**config.mk**
```make
export PLATFORM = sky130hd
export DESIGN_NAME = uart_frame_parser
export DESIGN_NICKNAME = d
export VERILOG_FILES = /design/src/rtl/uart_frame_parser.sv
export SDC_FILE = /design/constraint.sdc
export NUM_CORES = 1
export LEC_CHECK = 0
export BUFFER_PORTS_ARGS = -buffer_cell sky130_fd_sc_hd__buf_4
export CORE_ASPECT_RATIO = 0.7
export CORE_UTILIZATION = 59
export CTS_BUF_LIST = sky130_fd_sc_hd__clkbuf_16
export CTS_CLUSTER_DIAMETER = 30
export DETAILED_ROUTE_END_ITERATION = 8
export PLACE_DENSITY = 0.77
export SLEW_MARGIN = 30
export SYNTH_ARGS = -nofsm -noshare
export SYNTH_HDL_FRONTEND = slang
export SYNTH_SLANG_ARGS = --single-unit
export TNS_END_PERCENT = 100
```
**constraint.sdc**
```tcl
create_clock -name CLK -period 2.83 [get_ports CLK]
set_input_delay 0.566 -clock CLK [delete_from_list [all_inputs] [get_ports CLK]]
set_output_delay 0.566 -clock CLK [all_outputs]
set_load 0.005 [all_outputs]
```
**src/rtl/uart_frame_parser.sv**
```systemverilog
// uart_frame_parser
//   Sits behind the UART receiver and turns its byte strobe into framed packets:
//   HEADER, LEN, LEN payload bytes, CSUM. A frame whose checksum matches is
//   buffered and then released on a valid/ready byte stream. Frames with a bad
//   length or checksum are dropped and reported on frame_err/err_code.
//
//   Ports
//     CLK        in   clock
//     RST        in   synchronous reset, active-high
//     in_data    in   received byte (uart_rx rx_data)
//     in_valid   in   one-cycle byte strobe (uart_rx po_flag), no backpressure
//     out_data   out  payload byte, 0 whenever out_valid is low
//     out_valid  out  out_data valid
//     out_ready  in   sink accepts the byte when out_valid && out_ready
//     out_last   out  final payload byte of the frame
//     frame_ok   out  one-cycle pulse: checksum good, drain starts
//     frame_err  out  one-cycle pulse: frame or byte dropped
//     err_code   out  with frame_err: 0 overrun, 1 bad LEN, 2 checksum, 3 timeout
//     busy       out  high in every state except IDLE
//
//   Build option
//     UART_FRAME_TIMEOUT_EN  enables the inter-byte timeout (err_code 3).
//                            Without it a stalled frame waits forever.

module uart_frame_parser #(
    parameter int         DATAWIDTH    = 8,
    parameter int         PTR_WIDTH    = 4,
    parameter logic [7:0] HEADER       = 8'h55,
    parameter int         TIMEOUT_CYC  = 600,
    parameter int         TO_CNT_WIDTH = 12
) (
    input  logic                 CLK,
    input  logic                 RST,
    input  logic [DATAWIDTH-1:0] in_data,
    input  logic                 in_valid,
    output logic [DATAWIDTH-1:0] out_data,
    output logic                 out_valid,
    input  logic                 out_ready,
    output logic                 out_last,
    output logic                 frame_ok,
    output logic                 frame_err,
    output logic [1:0]           err_code,
    output logic                 busy
);

    localparam int                   MAX_LEN      = 2**PTR_WIDTH;
    localparam int                   LEN_W        = PTR_WIDTH + 1;
    localparam logic [DATAWIDTH-1:0] MAX_LEN_BYTE = DATAWIDTH'(MAX_LEN);
    localparam logic [1:0]           ERR_OVERRUN  = 2'd0;
    localparam logic [1:0]           ERR_LEN      = 2'd1;
    localparam logic [1:0]           ERR_CSUM     = 2'd2;
    localparam logic [1:0]           ERR_TIMEOUT  = 2'd3;

    typedef enum logic [2:0] {
        ST_IDLE,
        ST_LEN,
        ST_PAYLOAD,
        ST_CSUM,
        ST_DRAIN
    } state_t;

    state_t                 state_q, state_d;
    logic [LEN_W-1:0]       len_q, len_d;
    logic [PTR_WIDTH-1:0]   wrPtr_q, wrPtr_d;
    logic [PTR_WIDTH-1:0]   rdPtr_q, rdPtr_d;
    logic [DATAWIDTH-1:0]   sum_q, sum_d;
    logic                   frameOk_q, frameOk_d;
    logic                   frameErr_q, frameErr_d;
    logic [1:0]             errCode_q, errCode_d;
    logic                   bufWrEn;
    logic                   lastWr;
    logic                   lastRd;
    logic                   toExpire;
    logic [DATAWIDTH-1:0]   buffer [MAX_LEN];

    // The write pointer marks the LEN-th payload byte, the read pointer the
    // final byte to drain; both compare against the stored length minus one.
    assign lastWr = ({1'b0, wrPtr_q} == (len_q - LEN_W'(1)));
    assign lastRd = ({1'b0, rdPtr_q} == (len_q - LEN_W'(1)));

`ifdef UART_FRAME_TIMEOUT_EN
    logic [TO_CNT_WIDTH-1:0] toCnt_q, toCnt_d;
    logic                    timedState;

    // Inter-byte watchdog: restarts on every strobe and only runs while a frame
    // is being collected. The register lags the cycle count by one, so expiry
    // is decided when the count is about to reach TIMEOUT_CYC-1. A byte that
    // lands in the expiry cycle wins and is processed normally.
    always_comb begin
        timedState = (state_q == ST_LEN) || (state_q == ST_PAYLOAD) || (state_q == ST_CSUM);
        toCnt_d    = '0;
        if (timedState && !in_valid) begin
            toCnt_d = toCnt_q + TO_CNT_WIDTH'(1);
        end
    end

    assign toExpire = timedState && !in_valid && (toCnt_q == TO_CNT_WIDTH'(TIMEOUT_CYC - 2));

    // Watchdog counter register.
    always_ff @(posedge CLK) begin
        if (RST) begin
            toCnt_q <= '0;
        end else begin
            toCnt_q <= toCnt_d;
        end
    end
`else
    // Timeout compiled out: expiry never fires. The timeout parameters are
    // still folded in here so the parameter list is the same in both builds.
    localparam bit TIMEOUT_CFG_OK = (TIMEOUT_CYC > 1) && (TO_CNT_WIDTH > 0);
    assign toExpire = 1'b0 & TIMEOUT_CFG_OK;
`endif

    // State and datapath registers. Reset clears everything so a reset in the
    // middle of a frame or a drain simply abandons it without reporting.
    always_ff @(posedge CLK) begin
        if (RST) begin
            state_q    <= ST_IDLE;
            len_q      <= '0;
            wrPtr_q    <= '0;
            rdPtr_q    <= '0;
            sum_q      <= '0;
            frameOk_q  <= 1'b0;
            frameErr_q <= 1'b0;
            errCode_q  <= '0;
        end else begin
            state_q    <= state_d;
            len_q      <= len_d;
            wrPtr_q    <= wrPtr_d;
            rdPtr_q    <= rdPtr_d;
            sum_q      <= sum_d;
            frameOk_q  <= frameOk_d;
            frameErr_q <= frameErr_d;
            errCode_q  <= errCode_d;
        end
    end

    // Payload buffer. Contents need no reset because nothing is read outside
    // DRAIN and every drained location was written by the current frame.
    always_ff @(posedge CLK) begin
        if (bufWrEn) begin
            buffer[wrPtr_q] <= in_data;
        end
    end

    // Next-state and datapath logic. Every transition except the drain exit
    // and the watchdog is triggered by an incoming byte. The checksum covers
    // LEN and the payload but not the header.
    always_comb begin
        state_d    = state_q;
        len_d      = len_q;
        wrPtr_d    = wrPtr_q;
        rdPtr_d    = rdPtr_q;
        sum_d      = sum_q;
        frameOk_d  = 1'b0;
        frameErr_d = 1'b0;
        errCode_d  = '0;
        bufWrEn    = 1'b0;

        case (state_q)
            ST_IDLE: begin
                if (in_valid && (in_data == HEADER)) begin
                    state_d = ST_LEN;
                end
            end
            ST_LEN: begin
                if (in_valid) begin
                    if ((in_data == '0) || (in_data > MAX_LEN_BYTE)) begin
                        frameErr_d = 1'b1;
                        errCode_d  = ERR_LEN;
                        state_d    = ST_IDLE;
                    end else begin
                        len_d   = in_data[LEN_W-1:0];
                        sum_d   = in_data;
                        wrPtr_d = '0;
                        state_d = ST_PAYLOAD;
                    end
                end
            end
            ST_PAYLOAD: begin
                if (in_valid) begin
                    bufWrEn = 1'b1;
                    sum_d   = sum_q + in_data;
                    wrPtr_d = wrPtr_q + PTR_WIDTH'(1);
                    if (lastWr) begin
                        state_d = ST_CSUM;
                    end
                end
            end
            ST_CSUM: begin
                if (in_valid) begin
                    if (in_data == sum_q) begin
                        frameOk_d = 1'b1;
                        rdPtr_d   = '0;
                        state_d   = ST_DRAIN;
                    end else begin
                        frameErr_d = 1'b1;
                        errCode_d  = ERR_CSUM;
                        state_d    = ST_IDLE;
                    end
                end
            end
            ST_DRAIN: begin
                // Bytes arriving while draining are dropped; the buffered frame
                // carries on untouched and a dropped header is not re-parsed.
                if (in_valid) begin
                    frameErr_d = 1'b1;
                    errCode_d  = ERR_OVERRUN;
                end
                if (out_ready) begin
                    if (lastRd) begin
                        state_d = ST_IDLE;
                    end else begin
                        rdPtr_d = rdPtr_q + PTR_WIDTH'(1);
                    end
                end
            end
            default: begin
                state_d = ST_IDLE;
            end
        endcase

        if (toExpire) begin
            frameErr_d = 1'b1;
            errCode_d  = ERR_TIMEOUT;
            state_d    = ST_IDLE;
        end
    end

    // Outputs come only from registers and the buffer, never from in_*.
    // out_valid tracks DRAIN, so it rises with frame_ok and falls the cycle
    // after the last handshake; out_data is forced to 0 outside DRAIN.
    always_comb begin
        out_valid = (state_q == ST_DRAIN);
        out_data  = out_valid ? buffer[rdPtr_q] : '0;
        out_last  = out_valid && lastRd;
        busy      = (state_q != ST_IDLE);
        frame_ok  = frameOk_q;
        frame_err = frameErr_q;
        err_code  = errCode_q;
    end

endmodule

```
==> run summary <==
Of all nets on the critical path, the largest fanout is 8. Total count of hold-check failures in the final report: 0. The logs give 15,500 um for the final routed wirelength across all metal layers and 505 for the final net count. The run gives 12,100 um^2 as the total die area. Vertical die dimension: 92.3 um. The number of max-cap violations was 0; the number of sinks on the clock net was 160.

The total overflow left after global routing is 0. Counting flops with a built-in enable in the synthesized netlist gives 128. In this run the tool buffered the top-level ports with 26 buffer cells.

The post-synthesis cell count was 427; the routed wirelength normalized by instance count was 24.0 um. The count of TritonRoute iterations in the first routing pass is 5, and the average size of a mapped cell is 16.1 um^2. The post-route minimum period works out to 2950 ps. The final reports fail on setup timing. Routability-driven placement finished with a final weighted congestion of 0.840. The static power due to leakage is 2.81 nW. The critical path startpoint category was a register. For the pin with the worst max-slew slack, the measured transition is 646 ps. The proportion of layout cells with a drive suffix above 1 was 0.283. The number of remaining DRC errors is 0, and the total via count in the routed design is 4,093. Synthesis inferred 160 register bits. The tools report the count of H-tree levels built during CTS as 4. The flow ran to the end, but the final reports show violations.

After layout, the design draws a total of 4.80 mW. sky130_fd_sc_hd__edfxtp_1 takes more of the synthesized area than any other cell. For the final antenna diode count, the log shows 0. The post-synthesis cell type count was 59.

The number of nets with antenna violations after detailed routing was 0. Number of top-level pins: 27. VDD sags by at most 0.488 mV. The dominant register cell in the synthesized netlist is sky130_fd_sc_hd__edfxtp_1. With fillers left out, the area of the finished cells amounts to 8060 um^2. Total nets after synthesis: 453. In this run the worst hold path is classified as primary input to register.

The tools report the internal portion of total power as 3.77 mW. The width of the chip was 131 um. The tools report the register share of total power as 0.528. The global-route wire length before repair came out at 23,700 um. The floorplan has 32 rows. The area share of the largest cell type after synthesis works out to 0.559. The via count of the first global-routing pass is 4,119, and the portion of the post-synthesis area used by sequential elements is 0.652.

The count of pins over their slew limit came out at 0. The number of clock buffers added by TritonCTS is 17. The logs give 0.563 for the normalized max-slew margin and 1.03 mW for the net load switching power. For the clock network latency to the later pin of the worst-skew pair, the log shows 430 ps.

Once placement finished, the instance area stood at 7350 um^2. The logs give 0.019 for the relative contribution of combinational cells to total power and 2380 ps for the arrival time of the worst setup path. Including well taps, the total number of placed cells is 609.

The core footprint was 11,200 um^2. The required time at the worst-slack endpoint was 2260 ps. The post-layout worst setup margin was -119 ps. sky130_fd_sc_hd__edfxtp_1 is the most common cell in the netlist. The fraction of the cycle the final worst path needs works out to 1.04. The detailed router finished its first iteration with 355 violations. In the routed layout, each cell is associated on average with a via count of 6.35.

The worst setup path is captured at an output port. The fraction of power spent switching nets is 0.214, and the final standard cell count with taps included and fillers excluded is 645. By count the netlist is led by 128 x sky130_fd_sc_hd__edfxtp_1, 40 x sky130_fd_sc_hd__mux4_2, 32 x sky130_fd_sc_hd__dfxtp_1, 31 x sky130_fd_sc_hd__nor2_1, 24 x sky130_fd_sc_hd__nand2_1. In the post-synthesis netlist, the biggest area contributors are sky130_fd_sc_hd__edfxtp_1 56%, sky130_fd_sc_hd__mux4_2 13%, sky130_fd_sc_hd__dfxtp_1 9.3%.

For this design the ratio of total power to cell area is 595 nW/um^2. The clock passes through at most 2 buffers. The fraction of registers with async set or reset after synthesis is 0.

The effective utilization at floorplan is 0.615, and the number of failing setup endpoints in the final timing report is 8. The critical path is of the register to output port type. Relative to the synthesized area, the layout overhead comes to 17.3%. Setup repair after global routing could not meet its margin everywhere. Entering global routing, the biggest net connects 33 pins.

The mapped cell area is 6870 um^2, and the total track usage is 0.287. The cell sitting at the root of the clock tree is a sky130_fd_sc_hd__clkbuf_16. The run gives 0 as the yosys synthesis warning count.

The logs give 0 for the number of antenna violations at the first check in global routing and 339 MHz for the top achievable clock speed. The estimated wirelength of the detail-placed design came out at 9360 um. TritonCTS built the clock tree. On the final layout, the worst clock skew is 8.76 ps. The clock power share is 0.454. After clock tree synthesis, the clock-pin slew on the worst setup and hold paths is 60 ps. After filler insertion, the fill cell instance count of the layout stands at 661.
-- kinds of logic (layout without fill, tap and decap cells) --
family,Yosys count,in the layout,synth area share
flip-flops,160,160,0.652
AND/OR/NAND/NOR,114,114,0.0868
multiplexers,49,49,0.144
AO/OA/AOI/OAI,44,44,0.0464
buffers and inverters,28,93,0.0186
XOR/XNOR,18,18,0.0249
adder cells (fa/ha/maj),14,14,0.0266
-- registers in the layout (all words and copies together), names as in the netlist, named ones only --
register / count
buffer: 128
err_code: 2
frame_err: 1
frame_ok: 1
len_q: 5
rdPtr_q: 4
state_q: 3
sum_q: 8
wrPtr_q: 4
-- layer usage --
| metal | GRT usage | up-vias | part of all wire |
|---|---|---|---|
| li1 | - | 1794 | - |
| met1 | 0.399 | 2074 | 0.42 |
| met4 | 0.0881 | 0 | 0.017 |
| met2 | 0.437 | 201 | 0.48 |
| met3 | 0.0867 | 24 | 0.089 |
| met5 | 0 | - | 0 |
-- critical path, stage by stage, from the launching register on --
cell,delay (ps)
sky130_fd_sc_hd__dfxtp_4,410
sky130_fd_sc_hd__buf_12,130
sky130_fd_sc_hd__buf_16,140
sky130_fd_sc_hd__mux4_2,500
sky130_fd_sc_hd__mux4_2,480
sky130_fd_sc_hd__and2_4,180
sky130_fd_sc_hd__buf_6,110
-- cell usage in the layout (no fill, tap or decap), types with 8 or more instances in the layout --
| cell type | n |
|---|---|
| sky130_fd_sc_hd__clkbuf_16 | 17 |
| sky130_fd_sc_hd__mux4_2 | 40 |
| sky130_fd_sc_hd__nand2_1 | 24 |
| sky130_fd_sc_hd__nor2_1 | 31 |
| sky130_fd_sc_hd__buf_6 | 8 |
| sky130_fd_sc_hd__buf_4 | 37 |
| sky130_fd_sc_hd__inv_1 | 11 |
| sky130_fd_sc_hd__o21ai_0 | 8 |
| sky130_fd_sc_hd__nor3_1 | 9 |
| sky130_fd_sc_hd__and2_4 | 8 |
| sky130_fd_sc_hd__ha_1 | 13 |
| sky130_fd_sc_hd__xnor2_1 | 10 |
| sky130_fd_sc_hd__edfxtp_1 | 128 |
| sky130_fd_sc_hd__a21oi_1 | 8 |
| sky130_fd_sc_hd__mux2i_1 | 9 |
| sky130_fd_sc_hd__dfxtp_1 | 31 |
-- stage by stage --
stage / setup TNS (ps) / setup slack (ps) / hold slack [ps] / utilization
finish: -793 / -119 / 429 / 0.722
global route: -1260 / -185 / 445 / 0.722
CTS: -789 / -107 / 417 / 0.722
detailed placement: 0 / 304 / 481 / 0.658
global placement: 0 / 331 / 477 / 0.658
floorplan: 0 / 524 / 454 / -
-- area by class of cell --
cell class | instances | area, um^2 | share of cell area
Clock buffer | 17 | 425 | 0.0528
Clock inverter | 15 | 138 | 0.0171
Inverter | 10 | 37.5 | 0.00465
Multi-Input combinational cell | 239 | 2280 | 0.283
Sequential cell | 160 | 4490 | 0.557
Tap cell | 153 | 191 | 0.0237
Timing Repair Buffer | 51 | 503 | 0.0624
-- final timing paths --
kind | start | endpoint | slack (ps) | cells after the start
worst min-delay path | in_valid | frame_ok$_SDFF_PP0_ | 430 | 2
worst min register to register | sum_q[5]$_SDFFE_PP0P_ | sum_q[5]$_SDFFE_PP0P_ | 500 | 2
worst max register to register | state_q[1]$_SDFFE_PP0P_ | buffer[7][3]$_DFFE_PP_ | 440 | 5
worst max-delay path | register | out_data[3] | -120 | 6
-- timing repair --
action / CTS / global route
gates resized for setup: 11 / 9
gates cloned: 3 / 0
endpoints found under the setup margin: 8 / 8
setup buffers: 2 / 0
hold endpoints to repair: 0 / 0
hold buffers: 0 / 0
-- power groups by stage --
| stage | clock network, mW | logic, mW | registers (mW) |
|---|---|---|---|
| floorplan | 0 | 0.0308 | 2.59 |
| global placement | 0 | 0.0836 | 2.59 |
| detailed placement | 0 | 0.0874 | 2.59 |
| CTS | 2.19 | 0.0882 | 2.53 |
| global route | 2.28 | 0.0963 | 2.53 |
| finish | 2.18 | 0.0895 | 2.53 |
(Power assumes the default switching activity.)
